<file path="config.mk">
export PLATFORM = sky130hd
export DESIGN_NAME = icache_tag_ctrl
export DESIGN_NICKNAME = d
export VERILOG_FILES = /design/src/rtl/icache_tag_pkg.sv /design/src/rtl/icache_tag_sweep.sv /design/src/rtl/icache_tag_ctrl.sv
export SDC_FILE = /design/constraint.sdc
export NUM_CORES = 1
export LEC_CHECK = 0
export BUFFER_PORTS_ARGS = -buffer_cell sky130_fd_sc_hd__buf_4
export CORE_MARGIN = 5
export CORE_UTILIZATION = 49
export CTS_BUF_LIST = sky130_fd_sc_hd__clkbuf_4 sky130_fd_sc_hd__clkbuf_8
export CTS_CLUSTER_DIAMETER = 30
export DETAILED_ROUTE_END_ITERATION = 12
export PLACE_DENSITY = 0.95
export REMOVE_ABC_BUFFERS = 1
export SKIP_CTS_REPAIR_TIMING = 1
export SLEW_MARGIN = 20
export SYNTH_ARGS = -nofsm -noshare
export SYNTH_HDL_FRONTEND = slang
export SYNTH_HIERARCHICAL = 1
export SYNTH_SLANG_ARGS = --single-unit
export TNS_END_PERCENT = 20
</file>
<file path="constraint.sdc">
create_clock -name wr_clk -period 2.5 [get_ports wr_clk]
set_input_delay 0.125 -clock wr_clk [delete_from_list [all_inputs] [get_ports wr_clk]]
set_output_delay 0.125 -clock wr_clk [all_outputs]
set_load 0.05 [all_outputs]
</file>
<file path="src/rtl/icache_tag_pkg.sv">
// Shared definitions for the instruction-cache tag controller: geometry,
// FSM state encoding, the stored tag-entry layout and address slicing.
package icache_tag_pkg;

  localparam int IDX_W      = 8;
  localparam int TAG_W      = 20;
  localparam int OFS_W      = 4;
  localparam int TAG_WORD_W = TAG_W + 1;

  typedef enum logic {
    SWEEP = 1'b0,
    IDLE  = 1'b1
  } state_e;

  typedef struct packed {
    logic             valid;
    logic [TAG_W-1:0] tag;
  } tag_entry_t;

  // Set index of a fetch address.
  function automatic logic [IDX_W-1:0] idx_of(input logic [31:0] addr);
    return addr[OFS_W +: IDX_W];
  endfunction

  // Tag portion of a fetch address.
  function automatic logic [TAG_W-1:0] tag_of(input logic [31:0] addr);
    return addr[OFS_W + IDX_W +: TAG_W];
  endfunction

endpackage

</file>
<file path="src/rtl/icache_tag_sweep.sv">
// Invalidate-sweep index counter: walks every set while active, flags the
// last index and emits a one-cycle done pulse in the cycle after it.
module icache_tag_sweep
  import icache_tag_pkg::*;
(
  input  logic             wr_clk,
  input  logic             tb_wr_rst,
  input  logic             active,
  output logic [IDX_W-1:0] idx,
  output logic             last,
  output logic             done
);

  assign last = active & (idx == '1);

  // Step the index while sweeping and register the completion pulse.
  // NOTE: state flops use non-blocking assignments so every flop samples
  // pre-edge values regardless of statement order.
  always_ff @(posedge wr_clk or posedge tb_wr_rst) begin
    if (tb_wr_rst) begin
      idx  <= '0;
      done <= 1'b0;
    end else begin
      done <= last;
      if (active) idx <= idx + 1'b1;  // wraps to 0 after the last set
      else        idx <= '0;
    end
  end

endmodule

</file>
<file path="src/rtl/icache_tag_ctrl.sv">
// Tag RAM sequencer for the instruction cache. Owns both ports of the
// 256x21 SDP tag RAM: lookups on the read port (hit/miss one cycle after
// accept), line fills on the write port, and a full invalidate sweep after
// reset and on flush_req.
// Optional: define ICACHE_TAG_PERF_CNT_EN to add saturating hit/miss
// counters (perf_hit_cnt, perf_miss_cnt).
module icache_tag_ctrl
  import icache_tag_pkg::*;
(
  input  logic                  wr_clk,
  input  logic                  tb_wr_rst,
  input  logic                  lk_valid,
  output logic                  lk_ready,
  input  logic [31:0]           lk_addr,
  output logic                  lk_resp_valid,
  output logic                  lk_hit,
  input  logic                  fill_valid,
  output logic                  fill_ready,
  input  logic [31:0]           fill_addr,
  input  logic                  flush_req,
  output logic                  flush_busy,
  output logic                  flush_done,
  output logic                  tag_wr_en,
  output logic [IDX_W-1:0]      tag_wr_addr,
  output logic [TAG_WORD_W-1:0] tag_wr_data,
  output logic [IDX_W-1:0]      tag_rd_addr,
  input  logic [TAG_WORD_W-1:0] tag_rd_data
`ifdef ICACHE_TAG_PERF_CNT_EN
  ,
  output logic [31:0]           perf_hit_cnt,
  output logic [31:0]           perf_miss_cnt
`endif
);

  state_e           state;
  logic             in_idle;
  logic             lk_acc;
  logic             fill_acc;
  logic             enter_sweep;
  logic             sweep_wr;
  logic [IDX_W-1:0] sweep_idx;
  logic             sweep_last;
  logic             sweep_done;

  // Lookup pipeline registers (request cycle -> response cycle).
  logic             resp_valid_q;
  logic [TAG_W-1:0] lk_tag_q;
  logic             fwd_q;
  logic             fwd_hit_q;
  logic [IDX_W-1:0] rd_idx_q;
  tag_entry_t       ram_entry;
  tag_entry_t       fill_entry;

  // Offset bits select a byte within the line and are irrelevant to tags.
  logic unused_ofs;
  assign unused_ofs = ^{lk_addr[OFS_W-1:0], fill_addr[OFS_W-1:0]};

  assign in_idle     = (state == IDLE);
  assign lk_ready    = in_idle;
  assign fill_ready  = in_idle;
  assign flush_busy  = (state == SWEEP);
  assign flush_done  = sweep_done;
  assign lk_acc      = lk_valid & in_idle;
  assign fill_acc    = fill_valid & in_idle;
  assign enter_sweep = in_idle & flush_req;

  // The reset state is SWEEP, yet the write strobe must read 0 while reset
  // is held, so the sweep write is qualified by the reset input itself.
  assign sweep_wr = (state == SWEEP) & ~tb_wr_rst;

  icache_tag_sweep u_sweep (
    .wr_clk    (wr_clk),
    .tb_wr_rst (tb_wr_rst),
    .active    (state == SWEEP),
    .idx       (sweep_idx),
    .last      (sweep_last),
    .done      (sweep_done)
  );

  // Two-state sequencer: sweep until the last set is cleared, then serve
  // requests until a flush is requested. flush_req mid-sweep is ignored.
  always_ff @(posedge wr_clk or posedge tb_wr_rst) begin
    if (tb_wr_rst) begin
      state <= SWEEP;
    end else begin
      case (state)
        SWEEP:   if (sweep_last) state <= IDLE;
        IDLE:    if (flush_req)  state <= SWEEP;
        default: state <= SWEEP;
      endcase
    end
  end

  assign fill_entry = '{valid: 1'b1, tag: tag_of(fill_addr)};

  // Write port: sweep clears one set per cycle; in IDLE an accepted fill
  // writes a valid entry in the same cycle.
  // NOTE: every output gets a default before the branches so no latch is
  // inferred on paths that do not assign it.
  always_comb begin
    tag_wr_en   = 1'b0;
    tag_wr_addr = sweep_idx;
    tag_wr_data = '0;
    if (sweep_wr) begin
      tag_wr_en = 1'b1;
    end else if (fill_acc) begin
      tag_wr_en   = 1'b1;
      tag_wr_addr = idx_of(fill_addr);
      tag_wr_data = fill_entry;
    end
  end

  // Read index follows an accepted lookup, otherwise holds the last one.
  assign tag_rd_addr = lk_acc ? idx_of(lk_addr) : rd_idx_q;

  // Capture the lookup tag and, when a fill to the same set is accepted
  // alongside it, the fill-versus-lookup tag compare used instead of RAM.
  // NOTE: only control and pipeline flops are reset; the tag RAM is never
  // reset and is initialised solely by the sweep.
  always_ff @(posedge wr_clk or posedge tb_wr_rst) begin
    if (tb_wr_rst) begin
      resp_valid_q <= 1'b0;
      lk_tag_q     <= '0;
      fwd_q        <= 1'b0;
      fwd_hit_q    <= 1'b0;
      rd_idx_q     <= '0;
    end else begin
      resp_valid_q <= lk_acc;
      if (lk_acc) begin
        lk_tag_q  <= tag_of(lk_addr);
        rd_idx_q  <= idx_of(lk_addr);
        fwd_q     <= fill_acc & (idx_of(fill_addr) == idx_of(lk_addr));
        fwd_hit_q <= (tag_of(fill_addr) == tag_of(lk_addr));
      end
    end
  end

  assign ram_entry     = tag_entry_t'(tag_rd_data);
  assign lk_resp_valid = resp_valid_q;
  assign lk_hit        = resp_valid_q &
                         (fwd_q ? fwd_hit_q
                                : (ram_entry.valid & (ram_entry.tag == lk_tag_q)));

`ifdef ICACHE_TAG_PERF_CNT_EN
  // Saturating hit/miss counters, cleared on reset and on entering a sweep.
  always_ff @(posedge wr_clk or posedge tb_wr_rst) begin
    if (tb_wr_rst) begin
      perf_hit_cnt  <= '0;
      perf_miss_cnt <= '0;
    end else if (enter_sweep) begin
      perf_hit_cnt  <= '0;
      perf_miss_cnt <= '0;
    end else if (resp_valid_q) begin
      if (lk_hit && perf_hit_cnt != '1)   perf_hit_cnt  <= perf_hit_cnt + 32'd1;
      if (!lk_hit && perf_miss_cnt != '1) perf_miss_cnt <= perf_miss_cnt + 32'd1;
    end
  end
`else
  logic unused_enter_sweep;
  assign unused_enter_sweep = enter_sweep;
`endif

endmodule

</file>
==> qor.txt, run 1 <==
outcome: finished clean
Lkg Pwr: 0.00177 uW
worst relative slew slack: 71.6%
Post-Route WL: 6850 um
synthesized cell area: 0.00239 mm2
FF+latch count, synth: 41
Inserted Diodes: 0
PortBufs: 125
Post-DP HPWL: 5530 um
slack of the critical path: 0.567 ns
Worst EP required: 2.38 ns
crit path kind: flop to primary output
std cell rows: 25
total chip power: 2210 uW
VDD IR max: 831 uV
metal2 WL: 3370 um
Setup Viol. Count Final: 0
post-synth cell types: 27
crit path time final: 1.93 ns
Die X: 79.8 um
Clock Pin Slew Worst Setup and Hold Paths: 0.07 ns
syn avg cell area: 11.3 um2
Die Span Y: 79.8 um
Worst-Margin Slew: 0.425 ns
Worst Path Max Fanout: 26
GP Congestion: 0.845
grt ovf: 0
die area: 0.00637 mm2
Seq/Total Area, Yosys: 43.0%
Power per Cell Area: 628 mW/mm2
Clock Skews: 0.00561 ns
Worst Path Arrival: 1.81 ns
Final Hold Fails: 0
clock tree from TritonCTS: yes
Skew-Pair Late Insertion Delay: 0.29 ns
sw frac: 35.5%
Total GRT Usage: 21.4%
pre-CTS setup slack: 0.873 ns
1st-iter DRT viols: 56
Mapped Cells: 211
Root Driver: clkbuf_8
RSZ-0062 raised after global routing: false
max layer used: met4
synth warn: 6
Layout Cells excl Fill: 406
sequential share of power: 39.5%
clock buffer count from CTS: 5
antenna violations before repair: 0
post-route cell area: 0.00352 mm2
Slew Viols, Final: 0
via count: 2103
Core Region: 0.00472 mm2
Via density: 5.18
final core occ: 74.6%
Yosys top cell area share: 43.0%
clk sinks: 41
Post-DP Area: 0.00341 mm2
Ports: 134
# Max-Cap Violations: 0
Wirelength per Cell: 16.9 um
Fill cells: 360
DR pass1 iterations: 4
combinational share of power: 37.2%
Final Net Count: 430
fmax: 0.517 GHz
DRC viols: 0
Clk pwr share: 23.3%
Detail Route met3 WL: 813 um
Hold Path Class: primary input to flop
Psw: 786 uW
clock buffer depth: 2
largest net degree at the start of global routing: 33
P&R area growth vs syn: 47.5%
area leader, netlist: dfrtp_1
first-pass GRT wire length: 10600 um
leading post-synthesis cells by cell area: dfrtp_1 43%, mux2_2 17%, xnor2_1 9.5%, xor2_1 9.2%, and3_1 5.0%
fin crit share: 77.3%
H-tree depth: 2
vias in the first global route: 2298
initial core utilization: 50.6%
Routed Antenna Nets: 0
DRT met1 WL: 2550 um
layout cells sized above 1: 52.5%
Internal: 1430 uW
placed insts: 398
Crit. End Element: primary output
CP Launch Type: flop
[metrics by stage]
step / TNS (ns) / hold WS (ns)
4_1_cts: 0 / -0.193
6_report: 0 / 0.0333
2_1_floorplan: -8.80 / -0.0471
3_5_place_dp: 0 / 0.114
3_3_place_gp: 0 / 0.116
5_1_grt: 0 / 0.0646
[sequential cells by signal (all words and copies together) (netlist names)]
name	count
u_sweep/idx	8
fwd_hit_q	1
fill_ready	1
u_sweep/done	1
lk_resp_valid	1
rd_idx_q	8
lk_tag_q	20
fwd_q	1
[layout by cell type, fill, tap and decap left out, drive strengths merged, types with 5 or more instances in the layout]
master / count
buf: 128
dfrtp: 41
mux2: 37
xnor2: 26
xor2: 25
and3: 20
nand2: 9
nand4: 8
nor4: 6
inv: 5
o21ai: 5
clkbuf: 5
[routing by layer]
metal  up-vias  track usage, %
met5         -               0
met4         0            6.42
met3        13            7.22
met2       117            39.0
met1       984            23.3
li1        989               -
[logic make-up after synthesis]
group,synth area share [%]
buffers and inverters,2.36
DFF,43.0
adders and majority gates,0.524
xor gates and xnor gates,18.7
and+or+nand+nor,15.2
muxes,17.4
AOI/OAI and AO/OA,2.78
[worst paths after layout]
check / from / endpoint / slack (ns) / cells past startpoint
worst min-delay path: flush_req / fill_ready$_DFF_PP0_ / 0.03 / 2
max in group asynchronous: tb_wr_rst / rd_idx_q[4]$_DFF_PP0_ / 1.65 / 4
worst min register to register: rd_idx_q[3]$_DFF_PP0_ / rd_idx_q[3]$_DFF_PP0_ / 0.50 / 1
worst max register to register: fill_ready$_DFF_PP0_ / u_sweep/idx[7]$_DFF_PP0_ / 0.98 / 4
min in group asynchronous: tb_wr_rst / u_sweep/idx[6]$_DFF_PP0_ / 0.36 / 3
worst max-delay path: fill_ready$_DFF_PP0_ / tag_rd_addr[0] / 0.57 / 4
[power groups by stage]
stage,clock network (uW),registers [uW],logic [uW]
CTS,526,872,825
global placement,0,878,803
detailed placement,0,882,824
global route,553,888,873
finish,515,874,822
floorplan,0,852,548
[synthesized netlist by cell type (all sizes together)]
| library cell | number |
|---|---|
| dfrtp | 41 |
| mux2 | 37 |
| xnor2 | 26 |
| xor2 | 25 |
| and3 | 20 |
| nand2 | 9 |
| nand4 | 8 |
| nor4 | 6 |
| inv | 5 |
| o21ai | 5 |
| and2 | 4 |
| buf | 4 |
| clkbuf | 4 |
| nand3 | 4 |
| nor3 | 3 |
| a21boi | 2 |
| or3 | 2 |
| a32o | 1 |
| ha | 1 |
| nor2 | 1 |
| nor2b | 1 |
| o41ai | 1 |
| or4b | 1 |
[layout make-up]
type                       instances  area (um2)  area share (%)
multi-input combinational        157        1310            37.1
clock inverter                     2        35.0           0.995
timing repair buffer             129         983            27.9
tap                               67        83.8            2.38
sequential                        41        1030            29.1
inverter                           5        18.8           0.533
clock buffer                       5        68.8            1.95
[critical path, cell delays in order, from the launching register on]
cell and delay [ns]:
dfrtp_1 0.39, nand2_1 0.33, buf_12 0.24, mux2_2 0.36
buf_4 0.19
Power figures use the tool's default switching activity.
==> run 2: changes to the inputs <==
--- a/config.mk
+++ b/config.mk
@@ -7,11 +7,11 @@
 export LEC_CHECK = 0
 export BUFFER_PORTS_ARGS = -buffer_cell sky130_fd_sc_hd__buf_4
 export CORE_MARGIN = 5
-export CORE_UTILIZATION = 49
+export CORE_UTILIZATION = 46
 export CTS_BUF_LIST = sky130_fd_sc_hd__clkbuf_4 sky130_fd_sc_hd__clkbuf_8
 export CTS_CLUSTER_DIAMETER = 30
 export DETAILED_ROUTE_END_ITERATION = 12
-export PLACE_DENSITY = 0.95
+export PLACE_DENSITY = 0.91
 export REMOVE_ABC_BUFFERS = 1
 export SKIP_CTS_REPAIR_TIMING = 1
 export SLEW_MARGIN = 20
==> constraint.sdc (replaced) <==
create_clock -name wr_clk -period 1.9 [get_ports wr_clk]
set_input_delay 0.095 -clock wr_clk [delete_from_list [all_inputs] [get_ports wr_clk]]
set_output_delay 0.095 -clock wr_clk [all_outputs]
set_load 0.05 [all_outputs]
==> run 2 against run 1 <==
Against the previous run: clock skew up 0.0019 ns; cell area increased by 0.64%; register-to-register slack got worse by 0.50 ns; setup slack lost 0.43 ns; global-route usage shrank 1.2 points; final cell count up 1.5%; sequential share of layout area is 0.19 points lower; first-iteration DRC count up 55%; clock-buffer cell count unchanged; highest routed layer unchanged.
==> qor.txt, run 2 (synthesis gave the netlist of run 1 again) <==
outcome: finished clean
RSZ-0062 raised after global routing: false
first-pass GRT wire length: 10500 um (-0.65%)
Worst Path Arrival: 1.67 ns (-0.14 ns)
Worst EP required: 1.80 ns (-0.58 ns)
largest registers: lk_tag_q: 20 flops, rd_idx_q: 8 flops, u_sweep/idx: 8 flops
Ports: 134 (unchanged)
antenna violations before repair: 0 (unchanged)
max reg flops: 20 (unchanged)
vias in the first global route: 2278 (-0.87%)
CP max stage delay: 0.46 ns (+0.07 ns)
sw frac: 35.3% (-0.27 points)
VDD IR max: 938 uV (+13%)
crit path kind: flop to primary output
largest net degree at the start of global routing: 33 (unchanged)
Power per Cell Area: 818 mW/mm2 (+30%)
Clk pwr share: 23.0% (-0.3 points)
Worst Path Max Fanout: 9 (-65%)
Setup TNS Final: 0 ns (unchanged)
PortBufs: 125 (unchanged)
die area: 0.00673 mm2 (+5.7%)
Post-DP HPWL: 5540 um (+0.11%)
H-tree depth: 2 (unchanged)
crit path time final: 1.76 ns
layout cells sized above 1: 52.9% (+0.42 points)
Setup Viol. Count Final: 0 (unchanged)
Routed Antenna Nets: 0 (unchanged)
Root Driver: clkbuf_8
Inserted Diodes: 0 (unchanged)
fmax: 0.567 GHz
combinational share of power: 37.3% (about the same)
most frequent cells in the layout: 130 x buf_4, 41 x dfrtp_1, 37 x mux2_2
sequential share of power: 39.7% (+0.2 points)
Clock Skews: 0.00747 ns (+0.00186 ns)
Skew-Pair Late Insertion Delay: 0.28 ns (about the same)
Wirelength per Cell: 16.6 um (-1.8%)
Crit. End Element: primary output
via count: 2102 (-0.048%)
Lkg Pwr: 0.00178 uW (+0.38%)
worst relative slew slack: 72.7% (+1.1 points)
Internal: 1880 uW (+32%)
DR pass1 iterations: 4 (unchanged)
crit path max-delay cell type: dfrtp_1
Clock Pin Slew Worst Setup and Hold Paths: 0.08 ns (about the same)
Post-Route WL: 6830 um (-0.34%)
Via density: 5.10 (-1.5%)
std cell rows: 26 (+4.0%)
Hold Path Class: primary input to flop
GP Congestion: 0.843 (-0.32%)
Slew Viols, Final: 0 (unchanged)
clk sinks: 41 (unchanged)
Die Span Y: 82.1 um (+2.8%)
Core Region: 0.00507 mm2 (+7.4%)
Post-DP Area: 0.00341 mm2 (+0.18%)
1st-iter DRT viols: 87 (+55%)
Fill cells: 422 (+17%)
post-route cell area: 0.00354 mm2 (+0.64%)
clock buffer depth: 2 (unchanged)
most common cell after layout, fill and taps aside: buf_4
DRC viols: 0 (unchanged)
Final Net Count: 433 (+0.70%)
crit path cell chain: nand2_1, mux2_2, buf_4
Die X: 82.1 um (+2.8%)
Psw: 1020 uW (+30%)
P&R area growth vs syn: 48.4%
clock tree from TritonCTS: yes
Final Hold Fails: 0 (unchanged)
Total GRT Usage: 20.2% (-1.2 points)
clock buffer count from CTS: 5 (unchanged)
grt ovf: 0 (unchanged)
Worst-Margin Slew: 0.406 ns (-0.0192 ns)
initial core utilization: 47.1% (-3.5 points)
CP Launch Type: flop
# Max-Cap Violations: 0 (unchanged)
fin crit share: 92.8%
Biggest register: lk_tag_q
-- run 2: cell count changes in the layout (fill, tap and decap cells not counted) --
cell           change
nor4_2             +1
buf_12             -1
buf_4              +3
dlygate4sd3_1      +1
nor4_1             -1
-- run 2: worst max-delay path, delay by kind of cell, from the launching register on --
kind | cells | cell delay (ns)
simple gates | 1 | 0.34
flops | 1 | 0.46
mux | 1 | 0.39
buf+inv | 1 | 0.19
-- run 2: final timing paths --
path,from,slack (ns),end,cells past startpoint
max in group asynchronous,tb_wr_rst,1.11,lk_tag_q[0]$_DFFE_PP0P_,4
setup reg to reg,fill_ready$_DFF_PP0_,0.48,fill_ready$_DFF_PP0_,5
min in group asynchronous,tb_wr_rst,0.34,u_sweep/idx[3]$_DFF_PP0_,3
setup / recovery,fill_ready$_DFF_PP0_,0.14,tag_wr_addr[3],3
hold / removal,lk_addr[15],0.06,lk_tag_q[3]$_DFFE_PP0P_,2
hold reg to reg,rd_idx_q[7]$_DFF_PP0_,0.50,rd_idx_q[7]$_DFF_PP0_,1
-- run 2: per-stage QoR --
stage | utilization, % | power, uW | setup WS (ns) | std cells | hold slack, ns
finish | 69.8 | 2900 | 0.136 | 412 | 0.0550
global route | 69.8 | 3050 | 0.0148 | 412 | 0.0522
CTS | 69.3 | 2920 | 0.0384 | 410 | -0.216
detailed placement | 67.3 | 2250 | 0.351 | 403 | 0.0956
global placement | 67.3 | 2210 | 0.391 | 403 | 0.0849
floorplan | - | 1840 | -0.960 | 203 | -0.0771
-- run 2: layer usage --
| metal | part of all wire (%) | GRT usage (%) |
|---|---|---|
| met2 | 49 | 35.5 |
| met4 | 1.0 | 4.65 |
| met5 | 0 | 0 |
| met1 | 40 | 24.3 |
| met3 | 10 | 5.70 |
-- run 2: area by class of cell --
cell class                 instances  area, um2  area share (%)
tap                               70       87.6            2.47
sequential                        41       1030            28.9
timing repair buffer             132        996            28.1
clock inverter                     2       35.0           0.988
clock buffer                       5       68.8            1.94
multi-input combinational        157       1310            37.0
inverter                           5       18.8           0.529
-- run 2: power groups by stage --
stage	sequential, uW	combinational, uW	clock (uW)
6_report	1150	1080	666
5_1_grt	1170	1170	714
4_1_cts	1150	1090	685
3_5_place_dp	1160	1080	0
3_3_place_gp	1160	1060	0
2_1_floorplan	1120	720	0
